<file path="src/rtl/iir_opti_pkg.sv">
// Shared types and default sizes for the opti_top IIR frame scheduler.
package iir_opti_pkg;

  localparam int DATA_W_DEF    = 16;
  localparam int ADDR_W_DEF    = 11;
  localparam int N_SAMPLES_DEF = 2048;

  // Sample counters carry one extra bit so a full frame count never wraps.
  localparam int CNT_W = ADDR_W_DEF + 1;

  typedef enum logic [1:0] {
    IDLE  = 2'd0,
    RUN   = 2'd1,
    DRAIN = 2'd2,
    DONE  = 2'd3
  } state_e;

  function automatic int cnt_width(input int addr_w);
    return addr_w + 1;
  endfunction

endpackage

</file>
<file path="src/rtl/iir_stab_det.sv">
// Output-settling detector: counts consecutive captures whose step from the
// previous captured output is within STAB_THR and flags once STAB_LEN is hit.
module iir_stab_det
  import iir_opti_pkg::*;
#(
  parameter int DATA_W   = DATA_W_DEF,
  parameter int STAB_THR = 4,
  parameter int STAB_LEN = 32
) (
  input  logic                     clk,
  input  logic                     rst,
  input  logic                     clr_i,
  input  logic                     cap_i,
  input  logic signed [DATA_W-1:0] y_i,
  output logic                     stable_o
);

  localparam int SW = $clog2(STAB_LEN + 1);
  localparam logic [SW-1:0]     LEN_L = SW'(STAB_LEN);
  localparam logic [DATA_W-1:0] THR_L = DATA_W'(STAB_THR);

  // |v| of a DATA_W+1 bit difference, clipped to the DATA_W bit unsigned range.
  function automatic logic [DATA_W-1:0] abs_sat(input logic signed [DATA_W:0] v);
    logic [DATA_W:0] mag;
    mag = v[DATA_W] ? $unsigned(-v) : $unsigned(v);
    if (mag[DATA_W]) return '1;
    return mag[DATA_W-1:0];
  endfunction

  logic [SW-1:0]            cnt_q, cnt_d;
  logic signed [DATA_W-1:0] y_prev_q, y_prev_d;
  logic                     stable_q, stable_d;
  logic signed [DATA_W:0]   diff;

  assign diff     = (DATA_W+1)'(y_i) - (DATA_W+1)'(y_prev_q);
  assign stable_o = stable_q;

  // Next-state of the run-length counter, previous-output register and flag.
  always_comb begin
    cnt_d    = cnt_q;
    y_prev_d = y_prev_q;
    stable_d = stable_q;
    if (clr_i) begin
      cnt_d    = '0;
      y_prev_d = '0;
      stable_d = 1'b0;
    end else if (cap_i) begin
      if (abs_sat(diff) <= THR_L) begin
        cnt_d = (cnt_q == LEN_L) ? cnt_q : cnt_q + SW'(1);
      end else begin
        cnt_d = '0;
      end
      y_prev_d = y_i;
      stable_d = (cnt_d == LEN_L);
    end
  end

  // Detector state registers.
  always_ff @(posedge clk) begin
    if (rst) begin
      cnt_q    <= '0;
      y_prev_q <= '0;
      stable_q <= 1'b0;
    end else begin
      cnt_q    <= cnt_d;
      y_prev_q <= y_prev_d;
      stable_q <= stable_d;
    end
  end

endmodule

</file>
<file path="src/rtl/iir_frame_sched.sv">
// Frame sequencer for the 7-section SOS cascade: admits one frame of input
// samples, drains the cascade, writes addressed outputs and pulses filter_done.
// Optional settling detector is built when IIR_STABLE_DET_EN is defined;
// otherwise stable_out is tied low.
module iir_frame_sched
  import iir_opti_pkg::*;
#(
  parameter int DATA_W    = DATA_W_DEF,
  parameter int ADDR_W    = ADDR_W_DEF,
  parameter int N_SAMPLES = N_SAMPLES_DEF,
  parameter int DRAIN_TMO = 64,
  parameter int STAB_THR  = 4,
  parameter int STAB_LEN  = 32
) (
  input  logic                     clk,
  input  logic                     rst,
  input  logic                     start,
  input  logic signed [DATA_W-1:0] data_in,
  input  logic                     data_in_valid,
  output logic                     in_ready,
  output logic signed [DATA_W-1:0] casc_din,
  output logic                     casc_din_valid,
  output logic                     pipeline_en,
  input  logic signed [DATA_W-1:0] casc_dout,
  input  logic                     casc_dout_valid,
  output logic [ADDR_W-1:0]        addr,
  output logic signed [DATA_W-1:0] data_out,
  output logic                     data_out_valid,
  output logic                     filter_done,
  output logic                     busy,
  output logic                     stable_out,
  output logic                     timeout_err
);

  localparam int CW = cnt_width(ADDR_W);
  localparam int WW = $clog2(DRAIN_TMO + 1);
  localparam logic [CW-1:0] N_LIM = CW'(N_SAMPLES);
  localparam logic [WW-1:0] W_LIM = WW'(DRAIN_TMO);

  if (N_SAMPLES < 1 || N_SAMPLES > (1 << ADDR_W) || DRAIN_TMO < 1 ||
      STAB_LEN < 1 || STAB_THR < 0) begin : g_cfg_err
    $error("iir_frame_sched: invalid parameter set");
  end

  state_e                   state_q, state_d;
  logic [CW-1:0]            in_cnt_q, in_cnt_d, out_cnt_q, out_cnt_d;
  logic [WW-1:0]            wdog_q, wdog_d;
  logic                     tmo_q, tmo_d;
  logic                     busy_q;
  logic signed [DATA_W-1:0] casc_din_q, data_out_q;
  logic                     casc_din_vld_q, dout_vld_q;
  logic [ADDR_W-1:0]        addr_q;
  logic                     start_frame, active, accept, capture;

  assign start_frame = (state_q == IDLE) && start;
  assign active      = (state_q == RUN) || (state_q == DRAIN);
  assign accept      = data_in_valid && (state_q == RUN);
  assign capture     = casc_dout_valid && active && (out_cnt_q < N_LIM);

  assign in_ready       = (state_q == RUN);
  assign filter_done    = (state_q == DONE);
  assign busy           = busy_q;
  assign pipeline_en    = busy_q;
  assign casc_din       = casc_din_q;
  assign casc_din_valid = casc_din_vld_q;
  assign data_out       = data_out_q;
  assign data_out_valid = dout_vld_q;
  assign addr           = addr_q;
  assign timeout_err    = tmo_q;

  // FSM transitions, frame counters and drain watchdog.
  always_comb begin
    state_d   = state_q;
    in_cnt_d  = in_cnt_q;
    out_cnt_d = out_cnt_q;
    wdog_d    = wdog_q;
    tmo_d     = tmo_q;
    unique case (state_q)
      IDLE: begin
        if (start) begin
          state_d   = RUN;
          in_cnt_d  = '0;
          out_cnt_d = '0;
          wdog_d    = '0;
          tmo_d     = 1'b0;
        end
      end
      RUN: begin
        if (accept)  in_cnt_d  = in_cnt_q + CW'(1);
        if (capture) out_cnt_d = out_cnt_q + CW'(1);
        if (in_cnt_d == N_LIM) state_d = DRAIN;
      end
      DRAIN: begin
        if (capture) begin
          out_cnt_d = out_cnt_q + CW'(1);
          wdog_d    = '0;
        end else begin
          wdog_d    = wdog_q + WW'(1);
        end
        if (out_cnt_d == N_LIM) begin
          state_d = DONE;
        end else if (wdog_d == W_LIM) begin
          state_d = DONE;
          tmo_d   = 1'b1;
        end
      end
      DONE:    state_d = IDLE;
      default: state_d = IDLE;
    endcase
  end

  // Control registers; reset aborts any frame in flight without filter_done.
  always_ff @(posedge clk) begin
    if (rst) begin
      state_q   <= IDLE;
      in_cnt_q  <= '0;
      out_cnt_q <= '0;
      wdog_q    <= '0;
      tmo_q     <= 1'b0;
      busy_q    <= 1'b0;
    end else begin
      state_q   <= state_d;
      in_cnt_q  <= in_cnt_d;
      out_cnt_q <= out_cnt_d;
      wdog_q    <= wdog_d;
      tmo_q     <= tmo_d;
      busy_q    <= (state_d == RUN) || (state_d == DRAIN);
    end
  end

  // Cascade input and addressed output registers, one cycle behind the handshake.
  always_ff @(posedge clk) begin
    if (rst) begin
      casc_din_q     <= '0;
      casc_din_vld_q <= 1'b0;
      data_out_q     <= '0;
      addr_q         <= '0;
      dout_vld_q     <= 1'b0;
    end else begin
      casc_din_vld_q <= accept;
      if (accept) casc_din_q <= data_in;
      dout_vld_q <= capture;
      if (capture) begin
        data_out_q <= casc_dout;
        addr_q     <= out_cnt_q[ADDR_W-1:0];
      end
    end
  end

`ifdef IIR_STABLE_DET_EN
  iir_stab_det #(
    .DATA_W   (DATA_W),
    .STAB_THR (STAB_THR),
    .STAB_LEN (STAB_LEN)
  ) u_stab_det (
    .clk      (clk),
    .rst      (rst),
    .clr_i    (start_frame),
    .cap_i    (capture),
    .y_i      (casc_dout),
    .stable_o (stable_out)
  );
`else
  assign stable_out = 1'b0;
`endif

endmodule
</file>
<file path="config.mk">
export PLATFORM = sky130hd
export DESIGN_NAME = iir_frame_sched
export DESIGN_NICKNAME = d
export VERILOG_FILES = /design/src/rtl/iir_opti_pkg.sv /design/src/rtl/iir_stab_det.sv /design/src/rtl/iir_frame_sched.sv
export SDC_FILE = /design/constraint.sdc
export NUM_CORES = 1
export LEC_CHECK = 0
export BUFFER_PORTS_ARGS = -buffer_cell sky130_fd_sc_hd__clkbuf_2
export CORE_MARGIN = 4
export CORE_UTILIZATION = 48
export CTS_BUF_LIST = sky130_fd_sc_hd__clkbuf_2
export DETAILED_ROUTE_END_ITERATION = 10
export MAX_ROUTING_LAYER = met4
export PLACE_DENSITY = 0.75
export SLEW_MARGIN = 5
export SYNTH_ARGS = -nofsm -noshare
export SYNTH_HDL_FRONTEND = slang
export SYNTH_HIERARCHICAL = 1
export SYNTH_SLANG_ARGS = --single-unit
</file>
<file path="constraint.sdc">
create_clock -name clk -period 2.7 [get_ports clk]
set_clock_uncertainty 0.05 [all_clocks]
set_input_delay 0.54 -clock clk [delete_from_list [all_inputs] [get_ports clk]]
set_output_delay 0.54 -clock clk [all_outputs]
set_load 0.05 [all_outputs]
</file>
* Word-level counts from Yosys, hierarchy flattened *
Index checks and enable logic that the tools add are counted.

word-level totals
  word-level logic and storage cells = 59
  register bits after elaboration = 80

cells by class
  eq/ne operators = 11
  order comparisons = 1
  mux-type cells = 20
  add/sub/neg operators = 3
  reductions and logical operators = 13

operators with widths
  cell                                                                     number
  12-bit 2-to-1 mux                                                        5
  12-bit one-hot mux with 3 select lines                                   1
  12-bit by 1-bit adder with 12-bit output, second input constant          2
  12-bit equality test, second input constant                              2
  12-bit one-hot mux with 2 select lines                                   1
  7-bit 2-to-1 mux                                                         3
  7-bit one-hot mux with 2 select lines                                    1
  12-bit less-than comparator, second input constant                       1
  2-bit 2-to-1 mux                                                         4
  2-bit one-hot mux with 4 select lines                                    1
  7-bit by 1-bit adder with 7-bit output, second input constant            1
  7-bit equality test, second input constant                               1
  2-bit equality test, second input constant                               3
  2-bit AND reduction                                                      3
  2-bit by 1-bit equality test with 1-bit output, second input constant    2
  2-bit inequality test, second input constant                             2
  4-bit AND reduction                                                      1
  2-bit nonzero test                                                       2
  1-bit logical AND                                                        3
  1-bit 2-to-1 mux                                                         3
  3-bit nonzero test                                                       1
  2-bit logical NOT                                                        1
  1-bit logical OR                                                         2
  2-bit by 1-bit inequality test with 1-bit output, second input constant  1
  1-bit one-hot mux with 2 select lines                                    1

* Longest topological paths before layout *
  depth after elaboration = 12
  depth in mapped cells = 10

* Worst setup path after synthesis *
No wires, ideal clock.

  kind = reg-to-reg
  start point = reg state_q[1]
  end point = reg busy_q, in the netlist busy
  buffers on the path = 0
  arrival = 2693 ps
  setup slack = -165 ps
  data required time = 2529 ps
  cell stages (with the launch flop) = 10
  cells stage by stage = dfxtp_1 > inv_1 > ha_1 > nand4_1 > or4_1 > nor3_1 > a21oi_1 > o211ai_1 > o211a_1 > mux2_4

between the ends
  longest elaborated chain between the ends = 12
  elaborated cells on any way between the ends = 25
  those cells by class = eq/ne: 8; mux: 11; reduce/logical: 6

ends and longest elaborated chain
  what                                                                                   RTL line                text
  start: declaration                                                                     iir_frame_sched.sv:45   state_e state_q, state_d;
  start signal: assignment                                                               iir_frame_sched.sv:122  state_q <= state_d;
  2-bit by 1-bit equality test with 1-bit output (*)                                     n/a
  named net in_ready                                                                     iir_frame_sched.sv:20   output logic in_ready,
  1-bit logical OR                                                                       iir_frame_sched.sv:56   assign active = (state_q == RUN) || (state_q == DRAIN);
  1-bit logical AND (2 in series)                                                        iir_frame_sched.sv:58   assign capture = casc_dout_valid && active && (out_cnt_q < N_LIM);
  7-bit 2-to-1 mux                                                                       iir_frame_sched.sv:94   if (capture) begin
  7-bit 2-to-1 mux                                                                       iir_frame_sched.sv:78   unique case (state_q)
  7-bit equality test                                                                    iir_frame_sched.sv:102  end else if (wdog_d == W_LIM) begin
  2-bit 2-to-1 mux                                                                       iir_frame_sched.sv:102
  2-bit 2-to-1 mux                                                                       iir_frame_sched.sv:100  if (out_cnt_d == N_LIM) begin
  2-bit one-hot mux with 4 select lines (*)                                              iir_frame_sched.sv:78
  2-bit by 1-bit equality test with 1-bit output or 2-bit equality test (tied branches)  iir_frame_sched.sv:127  busy_q <= (state_d == RUN) || (state_d == DRAIN);
  1-bit logical OR (*)                                                                   iir_frame_sched.sv:127
  end signal: assignment                                                                 iir_frame_sched.sv:127
  end: declaration                                                                       iir_frame_sched.sv:49   logic busy_q;

The timed path passes the listed nets; every way through them passes the cells marked *. The select of a mux whose other input is x is not followed.
A chain may end at the register's enable or synchronous reset.

* Final worst setup path *
  start point = reg state_q[1]
  end point = reg busy_q, in the netlist busy

between the ends
  longest elaborated chain between the ends = 12
  elaborated cells on any way between the ends = 25
  those cells by class = eq/ne: 8; mux: 11; reduce/logical: 6

ends and longest elaborated chain
  what                                                                                   RTL line
  2-bit by 1-bit equality test with 1-bit output or 2-bit equality test (tied branches)  iir_frame_sched.sv:56, iir_frame_sched.sv:57, iir_frame_sched.sv:78
  1-bit logical OR                                                                       iir_frame_sched.sv:56
  1-bit logical AND (2 in series)                                                        iir_frame_sched.sv:58
  7-bit 2-to-1 mux                                                                       iir_frame_sched.sv:94
  7-bit 2-to-1 mux                                                                       iir_frame_sched.sv:78
  7-bit equality test                                                                    iir_frame_sched.sv:102
  2-bit 2-to-1 mux                                                                       iir_frame_sched.sv:102
  2-bit 2-to-1 mux                                                                       iir_frame_sched.sv:100
  2-bit one-hot mux with 4 select lines (*)                                              iir_frame_sched.sv:78
  2-bit by 1-bit equality test with 1-bit output or 2-bit equality test (tied branches)  iir_frame_sched.sv:127
  1-bit logical OR (*)                                                                   iir_frame_sched.sv:127

Every way passes the cells marked *; elsewhere a longest branch is shown, timed or not. The select of a mux whose other input is x is not followed.

==> metrics.csv <==
stage;metric;value;unit
route;via_per_inst;5.43;
synth;synth_cell_types;46;
critical_path;rr_startpoint;state_q[1]$_SDFF_PP0_;
cts;clock-sinks;80;
timing;period_share;99.9;%
hold_path;holdPathEnd;data_out[2]$_SDFFE_PP0N_;
critical_path;r2r-end;busy$_SDFF_PP0_;
cts;ctsLongestPathBuffers;2;
place;dp_cells;688;
floorplanning;initial_core_util;50.5;%
critical_path;r2r_setup_slack;0.002;ns
synth;synth.cell_area;3740;sq um
hold_path;min-delay-start;casc_dout[2];
synth;yosys_warnings;6;
timing;maxSlewHeadroom;64.0;%
critical_path;path_class;reg -> reg;
synth;synth.most_common_cell;nand2_1;
place;place_congestion;0.928;
grt;grt_overflow;0;
timing;setup_viol;0;
timing;worst_slack;0.00182;ns
synth;synth_edf_count;0;
route;drt_pre_antenna_iters;4;
final_layout;fin_util;61.3;%
final_layout;fin_nets;646;
synth;netlist_instances;512;
timing;tightest_slew;0.538;ns
timing;slew_viol_final;0;
synth;synth_top_family_by_area;simple AND/OR/NAND/NOR gates;
grt;antenna_found_initial;0;
pwr;vdd_drop_max;0.000376;V
cts;cts-root-buf;clkbuf_2;
synth;ys_ff_latch;80;
synth;syn_nets;556;
synth;synthAdderAreaFrac;2.34;%
synth;yosys.area_share.simple;29.9;%
critical_path;path_max_fanout;5;
hold_path;hold_depth;3;
cts;cts_hold_buf;0;
timing;hold_viol;0;
grt;grtUsageTotal;21.3;%
synth;synth.area.mux_share;0.936;%
critical_path;endpoint_kind;flop;
run_status;outcome;completed;
critical_path;startpoint_type;flop;
floorplanning;dieHeight;96.3;microns
grt;grt_max_degree;39;
critical_path;worstPathCellList;inv_2 -> ha_4 -> nand4b_4 -> or3_4 -> xnor2_1 -> a211o_1 -> a2111o_1 -> o211a_1 -> mux2_4;
hold_path;hp-class;in -> reg;
final_layout;area_growth;21.3;%
synth;yosysTopAreaCellShare;42.8;%
cts;cts_buffers;9;
cts;clkLatencyLatePin;0.55;ns
floorplanning;die_w;96.3;microns
critical_path;critical_path.top_delay_family;compound AO/OA/AOI/OAI gates;
final_layout;antenna_cells;0;
timing;holdWs;0.145;ns
critical_path;slowest_stage;a2111o_1;
route;routed_wl;9.43;mm
grt;grt_pass1_vias;3578;
pwr;powerDensity;546;nW/um^2
floorplanning;ios;88;
critical_path;slowest_delay;0.43;ns
synth;synth_commonest_cells;nand2_1, dfxtp_1, a21oi_1;
floorplanning;fp-row-count;31;
synth;synth_compound_area_share;17.5;%
route;num_vias;3826;
pwr;p_leak;1.87;nW
synth;netlist_top_cells_area;dfxtp_1, nand2_1, a21oi_1, nor2_1, nor3_1;
critical_path;path_buf_inv;1;
synth;yosysTopAreaCell;dfxtp_1;
synth;ys.flop_type;dfxtp_1;
cts;cts.reportedPaths.clkPinSlew;0.21;ns
critical_path;cp.arrival;3.11;ns
place;pre_cts_slack;-0.0265;ns
final_layout;drive_gt1_share;23.6;%
floorplanning;die_area;9280;sq um
final_layout;final_cells;705;
timing;rsz0062_at_grt;true;
route;drtIter0Drc;196;
synth;synthXorXnorAreaFrac;2.10;%
critical_path;worstPathRequired;3.11;ns
timing;fmax;371;MHz
synth;synth.avg_cell_area;7.31;sq um
place;placed_area;4370;sq um
floorplanning;core;7410;sq um
route;drc;0;
route;drtAntennaViolNets;0;
synth;ys_seq_area_share;42.8;%
critical_path;reg2reg_depth;9;
grt;grt_pass1_wl;15.5;mm
run;max_cap_viol_count;0;
place;hpwlAfterDp;6.74;mm
timing;min_period;2.70;ns
route;avgRoutedWirePerCell;13.4;microns
cts;htree_levels;3;
synth;synthArstFlopShare;0;%
cts;cts_tree;built;
final_layout;final_area;4540;sq um
final_layout;n_fill_cell;714;
place;io_buffers;86;
-- layout make-up --
| cell class | instances | area [sq um] | area share, % |
|---|---|---|---|
| clock buffer | 9 | 45.0 | 0.991 |
| clock inverter | 6 | 85.1 | 1.87 |
| inverter | 7 | 26.3 | 0.578 |
| multi-input combinational | 391 | 2030 | 44.6 |
| sequential | 80 | 1610 | 35.3 |
| tap | 99 | 124 | 2.73 |
| timing repair buffer | 113 | 633 | 13.9 |
-- what timing repair did --
item,CTS,global route
gates resized for setup,4,5
pin swaps,1,7
setup endpoints to repair,1,2
buffers inserted,1,1
endpoints found under the hold margin,0,0
-- worst register-to-register path: stages (launching register included) --
cell and delay, ns:
dfxtp_2 0.39, inv_2 0.05, ha_4 0.28, nand4b_4 0.13
or3_4 0.36, xnor2_1 0.14, a211o_1 0.23, a2111o_1 0.43
o211a_1 0.26, mux2_4 0.30
-- stage by stage --
step	TNS, ns	power [mW]
6_report	0	2.48
3_5_place_dp	-0.0265	1.77
4_1_cts	0	2.50
3_3_place_gp	0	1.76
5_1_grt	-0.0600	2.60
2_1_floorplan	0	1.63
-- placed cells by master, fill, tap and decap left out, drive strengths merged, types with 2 or more instances in the layout --
cell / netlist / routed
nand2b: 4 / 4
ha: 7 / 7
dfxtp: 80 / 80
o211ai: 3 / 3
or3: 6 / 6
clkinv: 0 / 3
a21oi: 73 / 73
xnor2: 3 / 3
nand2: 137 / 137
nor4: 6 / 6
o21ai: 19 / 19
xor2: 6 / 6
inv: 7 / 7
nor3: 23 / 23
a2111o: 2 / 2
nand4: 6 / 6
clkbuf: 27 / 95
buf: 7 / 27
a32oi: 2 / 2
nor2: 48 / 48
nand3: 10 / 10
nor3b: 4 / 4
a31oi: 4 / 4
bufinv: 0 / 2
and3: 4 / 4
a22oi: 3 / 3
or4: 2 / 2
mux2i: 2 / 2
-- registers in the layout, indices dropped and copies added (netlist names), 2 cells and up --
signal	count
casc_din	16
data_out	16
in_cnt_q	12
out_cnt_q	12
addr	11
wdog_q	7
state_q	2
-- where the power goes --
part	switching, mW	internal [mW]
combinational	0.367	0.154
sequential	0.0196	1.22
clock	0.425	0.298
-- metal layers --
layer	up-vias	share of wire [%]	track usage, %
li1	1932	-	-
met3	11	6.0	4.53
met1	1765	43	24.2
met2	118	50	37.5
met4	0	1.3	6.19
met5	-	0	-
-- logic make-up after synthesis --
| kind of cell | count (synthesis) |
|---|---|
| muxes | 3 |
| other | 1 |
| adders and majority gates | 7 |
| buffers and inverters | 41 |
| xor gates and xnor gates | 9 |
| DFF | 80 |
| AOI/OAI and AO/OA | 116 |
| and+or+nand+nor | 255 |
-- worst max path at each step --
stage	from	to	slack, ns	depth (start not counted)
6_report	state_q[1]$_SDFF_PP0_	busy$_SDFF_PP0_	0.002	9
5_1_grt	state_q[0]$_SDFF_PP0_	busy$_SDFF_PP0_	-0.06	9
4_1_cts	state_q[1]$_SDFF_PP0_	busy$_SDFF_PP0_	0.002	10
3_5_place_dp	casc_dout_valid	busy$_SDFF_PP0_	-0.03	8
3_3_place_gp	casc_dout_valid	busy$_SDFF_PP0_	0.05	8
2_1_floorplan	state_q[0]$_SDFF_PP0_	busy$_SDFF_PP0_	0.007	10
(Power assumes the default switching activity.)
